--- src/rtl/pat_pkg.sv ---
// Shared types and constants for the program-counter sequencer and its call stack.
package pat_pkg;

    localparam int I_ADR_WIDTH_DEF     = 10;
    localparam int CALL_STACK_SIZE_DEF = 8;
    localparam int CSP_WIDTH_DEF       = 3;

    typedef enum logic [1:0] {
        ST_IDLE  = 2'd0,
        ST_RUN   = 2'd1,
        ST_FAULT = 2'd2
    } pc_state_e;

    localparam logic [1:0] ERR_NONE      = 2'b00;
    localparam logic [1:0] ERR_OVERFLOW  = 2'b01;
    localparam logic [1:0] ERR_UNDERFLOW = 2'b10;

endpackage

--- src/rtl/call_stack.sv ---
// Return-address LIFO: push writes at the current depth, dout always shows the top entry.
module call_stack #(
    parameter int WIDTH = 10,
    parameter int DEPTH = 8,
    parameter int PTR_W = 3
) (
    input  logic             clk,
    input  logic             reset_n,
    input  logic             clr,
    input  logic             push,
    input  logic             pop,
    input  logic [WIDTH-1:0] din,
    output logic [WIDTH-1:0] dout,
    output logic [PTR_W:0]   depth,
    output logic             full
);

    logic [WIDTH-1:0] mem_r [DEPTH];
    logic [PTR_W:0]   depth_r;
    logic [PTR_W:0]   top_s;
    logic             full_s;

    assign full_s = (depth_r == (PTR_W+1)'(DEPTH));
    assign top_s  = depth_r - {{PTR_W{1'b0}}, 1'b1};

    // Occupancy counter; clear wins over push/pop.
    always_ff @(posedge clk or negedge reset_n) begin
        if (!reset_n) begin
            depth_r <= '0;
        end else if (clr) begin
            depth_r <= '0;
        end else if (push && !full_s) begin
            depth_r <= depth_r + {{PTR_W{1'b0}}, 1'b1};
        end else if (pop && (depth_r != '0)) begin
            depth_r <= top_s;
        end else begin
            depth_r <= depth_r;
        end
    end

    // Storage array; contents are don't-care until written, so no reset.
    always_ff @(posedge clk) begin
        if (push && !full_s && !clr) begin
            mem_r[depth_r[PTR_W-1:0]] <= din;
        end
    end

    assign dout  = mem_r[top_s[PTR_W-1:0]];
    assign depth = depth_r;
    assign full  = full_s;

endmodule

--- src/rtl/pc_sequencer.sv ---
// Program-counter sequencer with branches and an optional call/return stack.
// Define PAT_CALL_STACK_EN to build the return-address stack; otherwise calls act as forward branches.
module pc_sequencer
    import pat_pkg::*;
#(
    parameter int I_ADR_WIDTH     = I_ADR_WIDTH_DEF,
    parameter int CALL_STACK_SIZE = CALL_STACK_SIZE_DEF,
    parameter int CSP_WIDTH       = CSP_WIDTH_DEF
) (
    input  logic                   clk,
    input  logic                   reset_n,
    input  logic                   advance,
    input  logic                   op_bf,
    input  logic                   op_bb,
    input  logic                   op_call,
    input  logic                   op_ret,
    input  logic                   cond_true,
    input  logic [7:0]             offset,
    input  logic                   err_clr,
    output logic [I_ADR_WIDTH-1:0] pc,
    output logic                   fetch_valid,
    output logic [CSP_WIDTH:0]     depth,
    output logic                   stack_full,
    output logic [1:0]             err_code
);

    pc_state_e              state_r;
    logic [I_ADR_WIDTH-1:0] pc_r;
    logic [1:0]             err_r;
    logic                   fetch_valid_r;

    logic [I_ADR_WIDTH-1:0] pc_inc_s;
    logic [I_ADR_WIDTH-1:0] off_ext_s;
    logic [I_ADR_WIDTH-1:0] pc_next_s;
    logic                   run_adv_s;
    logic                   ovf_s;
    logic                   unf_s;
    logic                   clr_s;
    logic [CSP_WIDTH:0]     depth_s;
    logic                   stack_full_s;

    assign pc_inc_s  = pc_r + {{(I_ADR_WIDTH-1){1'b0}}, 1'b1};
    assign off_ext_s = I_ADR_WIDTH'(offset);
    assign run_adv_s = (state_r == ST_RUN) && advance;
    assign clr_s     = (state_r == ST_FAULT) && err_clr;

`ifdef PAT_CALL_STACK_EN
    logic                   push_s;
    logic                   pop_s;
    logic [I_ADR_WIDTH-1:0] top_s;

    call_stack #(
        .WIDTH (I_ADR_WIDTH),
        .DEPTH (CALL_STACK_SIZE),
        .PTR_W (CSP_WIDTH)
    ) u_call_stack (
        .clk     (clk),
        .reset_n (reset_n),
        .clr     (clr_s),
        .push    (push_s),
        .pop     (pop_s),
        .din     (pc_inc_s),
        .dout    (top_s),
        .depth   (depth_s),
        .full    (stack_full_s)
    );

    // Next-pc selection by op priority, with stack push/pop and fault detection.
    always_comb begin
        pc_next_s = pc_inc_s;
        push_s    = 1'b0;
        pop_s     = 1'b0;
        ovf_s     = 1'b0;
        unf_s     = 1'b0;
        if (op_call && cond_true) begin
            if (stack_full_s) begin
                pc_next_s = pc_r;
                ovf_s     = run_adv_s;
            end else begin
                pc_next_s = pc_r + off_ext_s;
                push_s    = run_adv_s;
            end
        end else if (op_ret && cond_true) begin
            if (depth_s == '0) begin
                pc_next_s = pc_r;
                unf_s     = run_adv_s;
            end else begin
                pc_next_s = top_s;
                pop_s     = run_adv_s;
            end
        end else if (op_bf && cond_true) begin
            pc_next_s = pc_r + off_ext_s;
        end else if (op_bb && cond_true) begin
            pc_next_s = pc_r - off_ext_s;
        end else begin
            pc_next_s = pc_inc_s;
        end
    end
`else
    assign depth_s      = '0;
    assign stack_full_s = 1'b0;

    // Next-pc selection by op priority; without a stack a call is a forward branch.
    always_comb begin
        pc_next_s = pc_inc_s;
        ovf_s     = 1'b0;
        unf_s     = 1'b0;
        if (op_call && cond_true) begin
            pc_next_s = pc_r + off_ext_s;
        end else if (op_ret && cond_true) begin
            pc_next_s = pc_inc_s;
        end else if (op_bf && cond_true) begin
            pc_next_s = pc_r + off_ext_s;
        end else if (op_bb && cond_true) begin
            pc_next_s = pc_r - off_ext_s;
        end else begin
            pc_next_s = pc_inc_s;
        end
    end
`endif

    // Control FSM with registered pc, error code and fetch-valid.
    always_ff @(posedge clk or negedge reset_n) begin
        if (!reset_n) begin
            state_r       <= ST_IDLE;
            pc_r          <= '0;
            err_r         <= ERR_NONE;
            fetch_valid_r <= 1'b0;
        end else begin
            case (state_r)
                ST_IDLE: begin
                    state_r       <= ST_RUN;
                    fetch_valid_r <= 1'b1;
                end
                ST_RUN: begin
                    if (ovf_s) begin
                        err_r         <= ERR_OVERFLOW;
                        state_r       <= ST_FAULT;
                        fetch_valid_r <= 1'b0;
                    end else if (unf_s) begin
                        err_r         <= ERR_UNDERFLOW;
                        state_r       <= ST_FAULT;
                        fetch_valid_r <= 1'b0;
                    end else if (run_adv_s) begin
                        pc_r <= pc_next_s;
                    end else begin
                        pc_r <= pc_r;
                    end
                end
                ST_FAULT: begin
                    if (clr_s) begin
                        pc_r    <= '0;
                        err_r   <= ERR_NONE;
                        state_r <= ST_IDLE;
                    end else begin
                        pc_r <= pc_r;
                    end
                end
                default: begin
                    state_r       <= ST_IDLE;
                    pc_r          <= '0;
                    err_r         <= ERR_NONE;
                    fetch_valid_r <= 1'b0;
                end
            endcase
        end
    end

    assign pc          = pc_r;
    assign fetch_valid = fetch_valid_r;
    assign depth       = depth_s;
    assign stack_full  = stack_full_s;
    assign err_code    = err_r;

endmodule

--- config.mk ---
export PLATFORM = sky130hd
export DESIGN_NAME = pc_sequencer
export DESIGN_NICKNAME = d
export VERILOG_FILES = /design/src/rtl/pat_pkg.sv /design/src/rtl/call_stack.sv /design/src/rtl/pc_sequencer.sv
export SDC_FILE = /design/constraint.sdc
export NUM_CORES = 1
export LEC_CHECK = 0
export ABC_AREA = 1
export CORE_ASPECT_RATIO = 1.75
export CORE_MARGIN = 4
export CORE_UTILIZATION = 48
export DETAILED_ROUTE_END_ITERATION = 8
export PLACE_DENSITY = 0.77
export RECOVER_POWER = 50
export SKIP_LAST_GASP = 1
export SYNTH_ARGS = -nofsm -noshare
export SYNTH_HDL_FRONTEND = slang
export SYNTH_SLANG_ARGS = --single-unit
--- constraint.sdc ---
create_clock -name clk -period 1.8 [get_ports clk]
set_input_delay 0.27 -clock clk [delete_from_list [all_inputs] [get_ports clk]]
set_output_delay 0.27 -clock clk [all_outputs]
set_load 0.05 [all_outputs]
==> key figures <==
Worst hold path
  • Hold WC Path Type: input port to asynchronous set/reset pin

Detailed routing
  • First drt pass iteration count: 4
  • Starting DRT DRC Count: 72
  • Top Metal Used: met4
  • Wl on met1: 2.38 mm
  • Final wirelength: between 6 and 7 mm
  • Drc violations: 0
  • Met2 wire len: 3.22 mm
  • WL per Instance: 14.0 µm
  • Vias per inst: around 5.1
  • Met3 wire length: 196 µm
  • DR vias: 2256
  • Antenna Nets Post-Route: 0

Synth
  • Number of synthesized register bits: 11
  • Asr flop ratio synth: 1.00
  • Post-synth top area share: 0.210
  • Cell Area, Synth: 1880 µm²
  • Synth area leaders: nand2_1 21%, dfrtp_1 15%, ha_1 11%
  • Dominant synthesized flop cell: dfrtp_1
  • Commonest cells in the netlist: 105 x nand2_1, 46 x inv_1, 40 x nand3_1, 28 x nor2_1, 17 x ha_1
  • Sequential area share after synthesis: 0.146
  • Number of synthesized flops with an enable pin: 0
  • Distinct cells, synth: 31
  • Yosys warnings: 0
  • Dominant cell type by area after synthesis: nand2_1
  • Mean post-synth cell area: around 5.8 µm²
  • Top-count cell post-synth: nand2_1
  • Synthesized instance count: ~320

Place
  • I/O Buffers: 26
  • Detail Placement HPWL: around 4.9 mm
  • GPL Wtd Cong: 0.968

Critical path
  • Crit-path max FO: 3
  • Critical path data required time: 1.93 ns
  • Crit path kind: flip-flop to flip-flop
  • Arr. time, crit path: 1.99 ns
  • Crit end category: flip-flop
  • Kind of start point of the critical path: flip-flop

Timing
  • Slew @ Worst Pin: around 0.6 ns
  • Final Setup Violations: 3
  • Period Utilization, post-route: 1.03
  • Clock Skew: about 0.0033 ns
  • Final hold slack: 0.447 ns
  • Pins Over Slew Limit: 0
  • Max Clk Rate: about 0.54 GHz
  • Final Hold Fails: 0
  • Crit path time final: around 1.9 ns
  • Final worst setup slack: -0.0613 ns
  • RSZ-0062 raised after global routing: yes
  • Slew Limit Headroom: 0.605

Power
  • Largest vdd supply drop: roughly 0.9 mV
  • Leakage: 1.47 nW
  • Power density over cell area: between 1000 and 1500 nW/µm²

Cells and area
  • # diodes: 0
  • Nets@finish: approximately 430
  • Synthesis-to-layout area growth: 49.0%
  • Layout cell share with drive strength beyond 1: 0.354
  • Core Util, Final: 0.757

Job
  • Total of max-cap violations: 0

Global route
  • Vias in the first global route: between 2000 and 2500
  • Initial antenna violation count: 0
  • Remaining global-route overflow: 0
  • Largest net degree at the start of global routing: 12
  • First-pass GRT wire length: 9.98 mm
  • GRT Util Overall: 0.246

Die
  • Total Die Area: 5020 µm²
  • Core box area: approximately 3700 µm²
  • Die W: 55.3 µm
  • Io pins: 35
  • # rows: 29
  • Die height: a little over 90 µm
  • Initial Utilization: 0.508

Clock tree
  • Num CTS Buffers: 3
  • Worst-Skew Late Latency: approximately 0.24 ns
  • H-Tree Depth: 1
  • Hold Buf Count CTS: 0
  • Clock buffer depth: 2
  • CTS Sinks: 11
  • Worst-path clk slew: 0.05 ns
  • TritonCTS clock tree: built
  • Root buffer cell: clkbuf_8

Outcome
  • Status: finished, violations left
  • Failing checks: setup timing
[layout make-up]
cell class | count | area [µm²]
Fill cell | 291 | 901
Sequential cell | 11 | 285
Clock buffer | 4 | 45.0
Multi-Input combinational cell | 255 | 1610
Inverter | 49 | 184
Tap cell | 46 | 57.6
Timing Repair Buffer | 77 | 617
[layout by cell type (no fill, tap or decap), types with 2 or more instances in the layout]
cell type,Yosys,final
ha_1,17,6
inv_1,46,36
dlygate4sd2_1,0,4
buf_4,7,60
nand3b_1,3,3
ha_4,0,10
clkbuf_8,0,3
nand2_1,105,94
xnor2_1,2,2
nand3_1,40,27
nor2_1,28,22
o21ai_1,1,3
nand3_2,1,14
nand2_2,0,10
dlymetal6s2s_1,0,3
conb_1,2,8
a21oi_1,12,9
fa_2,0,2
clkbuf_1,1,2
xor2_1,5,5
nand4_1,4,4
o21bai_1,3,3
nor2_2,4,9
inv_2,3,13
a21oi_2,2,5
o21ai_0,12,9
dfrtp_2,0,8
dfrtp_1,11,3
clkdlybuf4s50_1,0,8
[worst max-delay path, cell delays in order (launching register included)]
cell     delay, ns
dfrtp_2       0.40
inv_2         0.06
ha_4          0.16
fa_2          0.39
inv_2         0.07
buf_4         0.09
nand4_1       0.13
nand3_1       0.13
nand2_1       0.07
nand3_2       0.07
nand3_2       0.07
nand2_1       0.06
nand2_1       0.04
[through the flow]
stage | total power [mW] | std cells | worst slack, ns | area (µm²) | TNS [ns]
after floorplan | 1.85 | 328 | -0.158 | 1960 | -0.395
after global placement | 2.59 | 435 | -0.394 | 2510 | -2.78
after detailed placement | 2.60 | 435 | -0.455 | 2510 | -3.11
after CTS | 3.03 | 441 | -0.0169 | 2690 | -0.0313
after global routing | 3.48 | 442 | -0.179 | 2800 | -0.651
final | 3.21 | 442 | -0.0613 | 2800 | -0.124
[state kept, by name (all words and copies together) (netlist names)]
name         cells
pc              10
fetch_valid      1
[path summary, 6_finish.rpt]
check                           startpoint  endpoint  slack [ns]  cells after the start
worst min-delay path               reset_n     pc[9]        0.45                      1
worst min register to register       pc[9]     pc[9]        0.64                      2
worst max-delay path                 pc[0]     pc[6]       -0.06                     12
min in group clk                     pc[9]     pc[9]        0.64                      2
max in group asynchronous          reset_n     pc[2]        0.96                      1
worst max register to register       pc[0]     pc[6]       -0.06                     12
[power breakdown]
part,internal (mW),switching (mW),leakage (nW)
clock network,0.156,0.0976,0.0228
logic,1.04,1.48,1.33
registers,0.325,0.109,0.123
[logic make-up after synthesis]
| kind of cell | after synthesis | synth area share |
|---|---|---|
| XOR/XNOR | 7 | 0.0326 |
| buffers and inverters | 62 | 0.151 |
| AO/OA/AOI/OAI | 35 | 0.112 |
| adder cells (fa/ha/maj) | 19 | 0.134 |
| AND/OR/NAND/NOR | 186 | 0.419 |
| flip-flops | 11 | 0.146 |
| other | 2 | 0.00400 |
[metal layers]
metal | vias up | global-route usage
li1 | 1151 | -
met1 | 1006 | 0.263
met2 | 73 | 0.440
met3 | 26 | 0.0272
met4 | 0 | 0.164
met5 | - | 0
[repair_timing]
action,4_1_cts,5_1_grt
endpoints found under the setup margin,8,8
gates resized for setup,30,35
pin swaps,18,26
buffers inserted,2,1
(Power assumes the default switching activity.)
==> patch, RTL diff (same flow settings) <==
Register the output `err_code` once more, without a reset; this adds one clock of latency there. The other outputs are not delayed to match.
--- a/src/rtl/pc_sequencer.sv
+++ b/src/rtl/pc_sequencer.sv
@@ -170,7 +170,9 @@
     assign fetch_valid = fetch_valid_r;
     assign depth       = depth_s;
     assign stack_full  = stack_full_s;
-    assign err_code    = err_r;
+    always_ff @(posedge clk) begin
+        err_code <= err_r;
+    end
 
 endmodule
 
Formal check against the unedited RTL: no difference found for any inputs over 10 cycles, from zero or initial values and one cycle with reset_n low; that may be too few to reach the edited logic, so the function may still have changed.
==> patch against the original RTL <==
- the run still ends with setup timing left
- count of clock-buffer cells in the layout unchanged
- synthesized area rose by 1.1%
- critical endpoint is now pc[9]
- worst setup slack better by 0.022 ns
- worst hold slack better by 0.0063 ns
- clock skew is 0.0026 ns lower
- cell area up 4.7%
- power grew 6.5%
- die area rose by 0.94%
- routed wire length rose by 10%
- largest cell class unchanged
- non-clock buffer count rose by 4
- sequential cell count is the same
- global-route usage increased by 2.3 points
- critical path depth rose by 2
==> patch: results (changes against the original RTL) <==
stage	metric	value	unit	change
timing	finClkSkew	0.000677	ns	-0.00263 ns
outcome	status	finished, violations left		
global_route	grt_max_degree	12		unchanged
critical_path	critical_path_peak_fanout	6		+3
yosys	synthTopCellsByArea	nand2_1, dfrtp_1, ha_1		
yosys	synth_cell_type_count	31		unchanged
layout	final_nets	439		+1.4%
worst_hold_path	hold_path.class	input port to async pin		
placement	port_buffers	26		unchanged
route	via_count	2394		+6.1%
clock_tree	clk_pin_slew	0.05	ns	about the same
route	drt-vias-per-instance	5.32		+4.2%
global_route	grt_pass1_wl	10.8	mm	+7.9%
layout	post-route-util	75.8	%	+0.17 points
layout	drive_gt1_share	40.3	%	+4.9 points
route	wl	6.81	mm	+10%
yosys	synth-edff-count	0		unchanged
outcome	violations	setup timing		
global_route	grt_usage	26.9	%	+2.3 points
placement	dpl-instance-area	2550	sq um	+1.3%
clock_tree	numCtsBuffers	3		unchanged
clock_tree	htreeDepth	1		unchanged
timing	worst_pin_slew	0.553	ns	-0.0427 ns
route	drtIter0Drc	90		+25%
global_route	antenna_found_initial	0		unchanged
route	firstDrtPassIters	5		+1
clock_tree	cts_buffer_depth	2		unchanged
yosys	synth_commonest_cells	nand2_1, inv_1, nand3_1		
power	switching_share	53.3	%	+0.82 points
power	leakagePower	1.57	nW	+6.9%
layout	diodes	0		unchanged
layout	largest_reg_flops	10		unchanged
yosys	ys_warn_count	0		unchanged
critical_path	worstPathArrival	1.98	ns	
placement	place_congestion	0.954		-1.4%
timing	setup_tns	-0.0529	ns	+0.0708 ns
clock_tree	clk_latency	0.24	ns	about the same
placement	dp_hpwl	5.15	mm	+5.5%
timing	final-setup-viol-count	2		-1
layout	nFillCells	312		+7.2%
yosys	synth_area_per_cell	5.88	sq um	+0.75%
yosys	synth_flop_cell	dfrtp_1		
clock_tree	cts_root_buf	clkbuf_8		
critical_path	rr_worst_depth	14		+2
timing	setup_slack	-0.0392	ns	+0.0221 ns
yosys	synth-seq-area-share	14.5	%	-0.15 points
placement	pre_cts_slack	-0.437	ns	+0.0177 ns
yosys	async_flop_share	100	%	unchanged
power	irDropWorstVdd	0.000851	V	-6.4%
## patch: changes by cell type in the layout (fill, tap and decap cells not counted), sizes merged, moves of 2 or more
cell and delta:
nand4 +2, o21ai +5, a21oi +3, inv +4, dlymetal6s2s +2, buf +5, nor2 -6, nand2 -3
## patch: final cells by class
| type | instances | area share, % |
|---|---|---|
| clock buffers | 4 | 1.54 |
| inverters | 53 | 6.87 |
| multi-input cells | 253 | 57.2 |
| flip-flops and latches | 11 | 9.82 |
| well taps | 48 | 2.05 |
| repair buffers | 81 | 22.5 |
## patch: final timing paths
path | startpoint | slack (ns) | end
setup / recovery | pc[2] | -0.04 | pc[9]
hold / removal | reset_n | 0.45 | fetch_valid
setup reg to reg | pc[2] | -0.04 | pc[9]
hold reg to reg | pc[9] | 0.64 | pc[9]
max in group asynchronous | reset_n | 0.93 | pc[2]
min in group clk | pc[9] | 0.64 | pc[9]
## patch: power by group through the flow
| stage | Sequential, W | Combinational [W] | Clock, W |
|---|---|---|---|
| final | 0.000418 | 0.00274 | 0.000258 |
| after global routing | 0.000430 | 0.00296 | 0.000280 |
| after CTS | 0.000416 | 0.00245 | 0.000263 |
| after detailed placement | 0.000406 | 0.00223 | 0 |
| after global placement | 0.000406 | 0.00222 | 0 |
| after floorplan | 0.000676 | 0.00116 | 0 |
## patch: worst max-delay path, cell delays in order (launching register included)
cell	delay (ns)
dfrtp_4	0.51
ha_4	0.33
inv_4	0.06
nand2_4	0.09
nand2_4	0.06
nand2_4	0.06
nand2_1	0.06
nand2_1	0.08
nand3_2	0.09
nand2_2	0.10
nand3_2	0.06
nand2_1	0.07
nand2_1	0.06
nand2_1	0.06
nand2_1	0.04
## patch: logic make-up (layout without fill, tap and decap cells)
kind of cell	after synthesis	after routing	share of synthesized area (%)
AO/OA/AOI/OAI	41	41	12.3
other	2	8	0.395
flip-flops	11	11	14.5
AND/OR/NAND/NOR	178	178	40.6
buffers and inverters	65	138	15.6
XOR/XNOR	7	7	3.23
adder cells (fa/ha/maj)	19	19	13.3
## patch: per-layer routing
layer,GRT usage (%),up-vias,wire length (microns)
li1,-,1167,-
met4,20.3,0,527
met1,27.4,1089,2420
met2,49.4,98,3590
met3,1.71,40,279
met5,0,-,0
## patch: timing repair
action | 4_1_cts | 5_1_grt
buffers inserted | 2 | 4
pin swaps | 18 | 35
endpoints found under the setup margin | 8 | 9
gates resized for setup | 34 | 53
gates cloned | 0 | 0
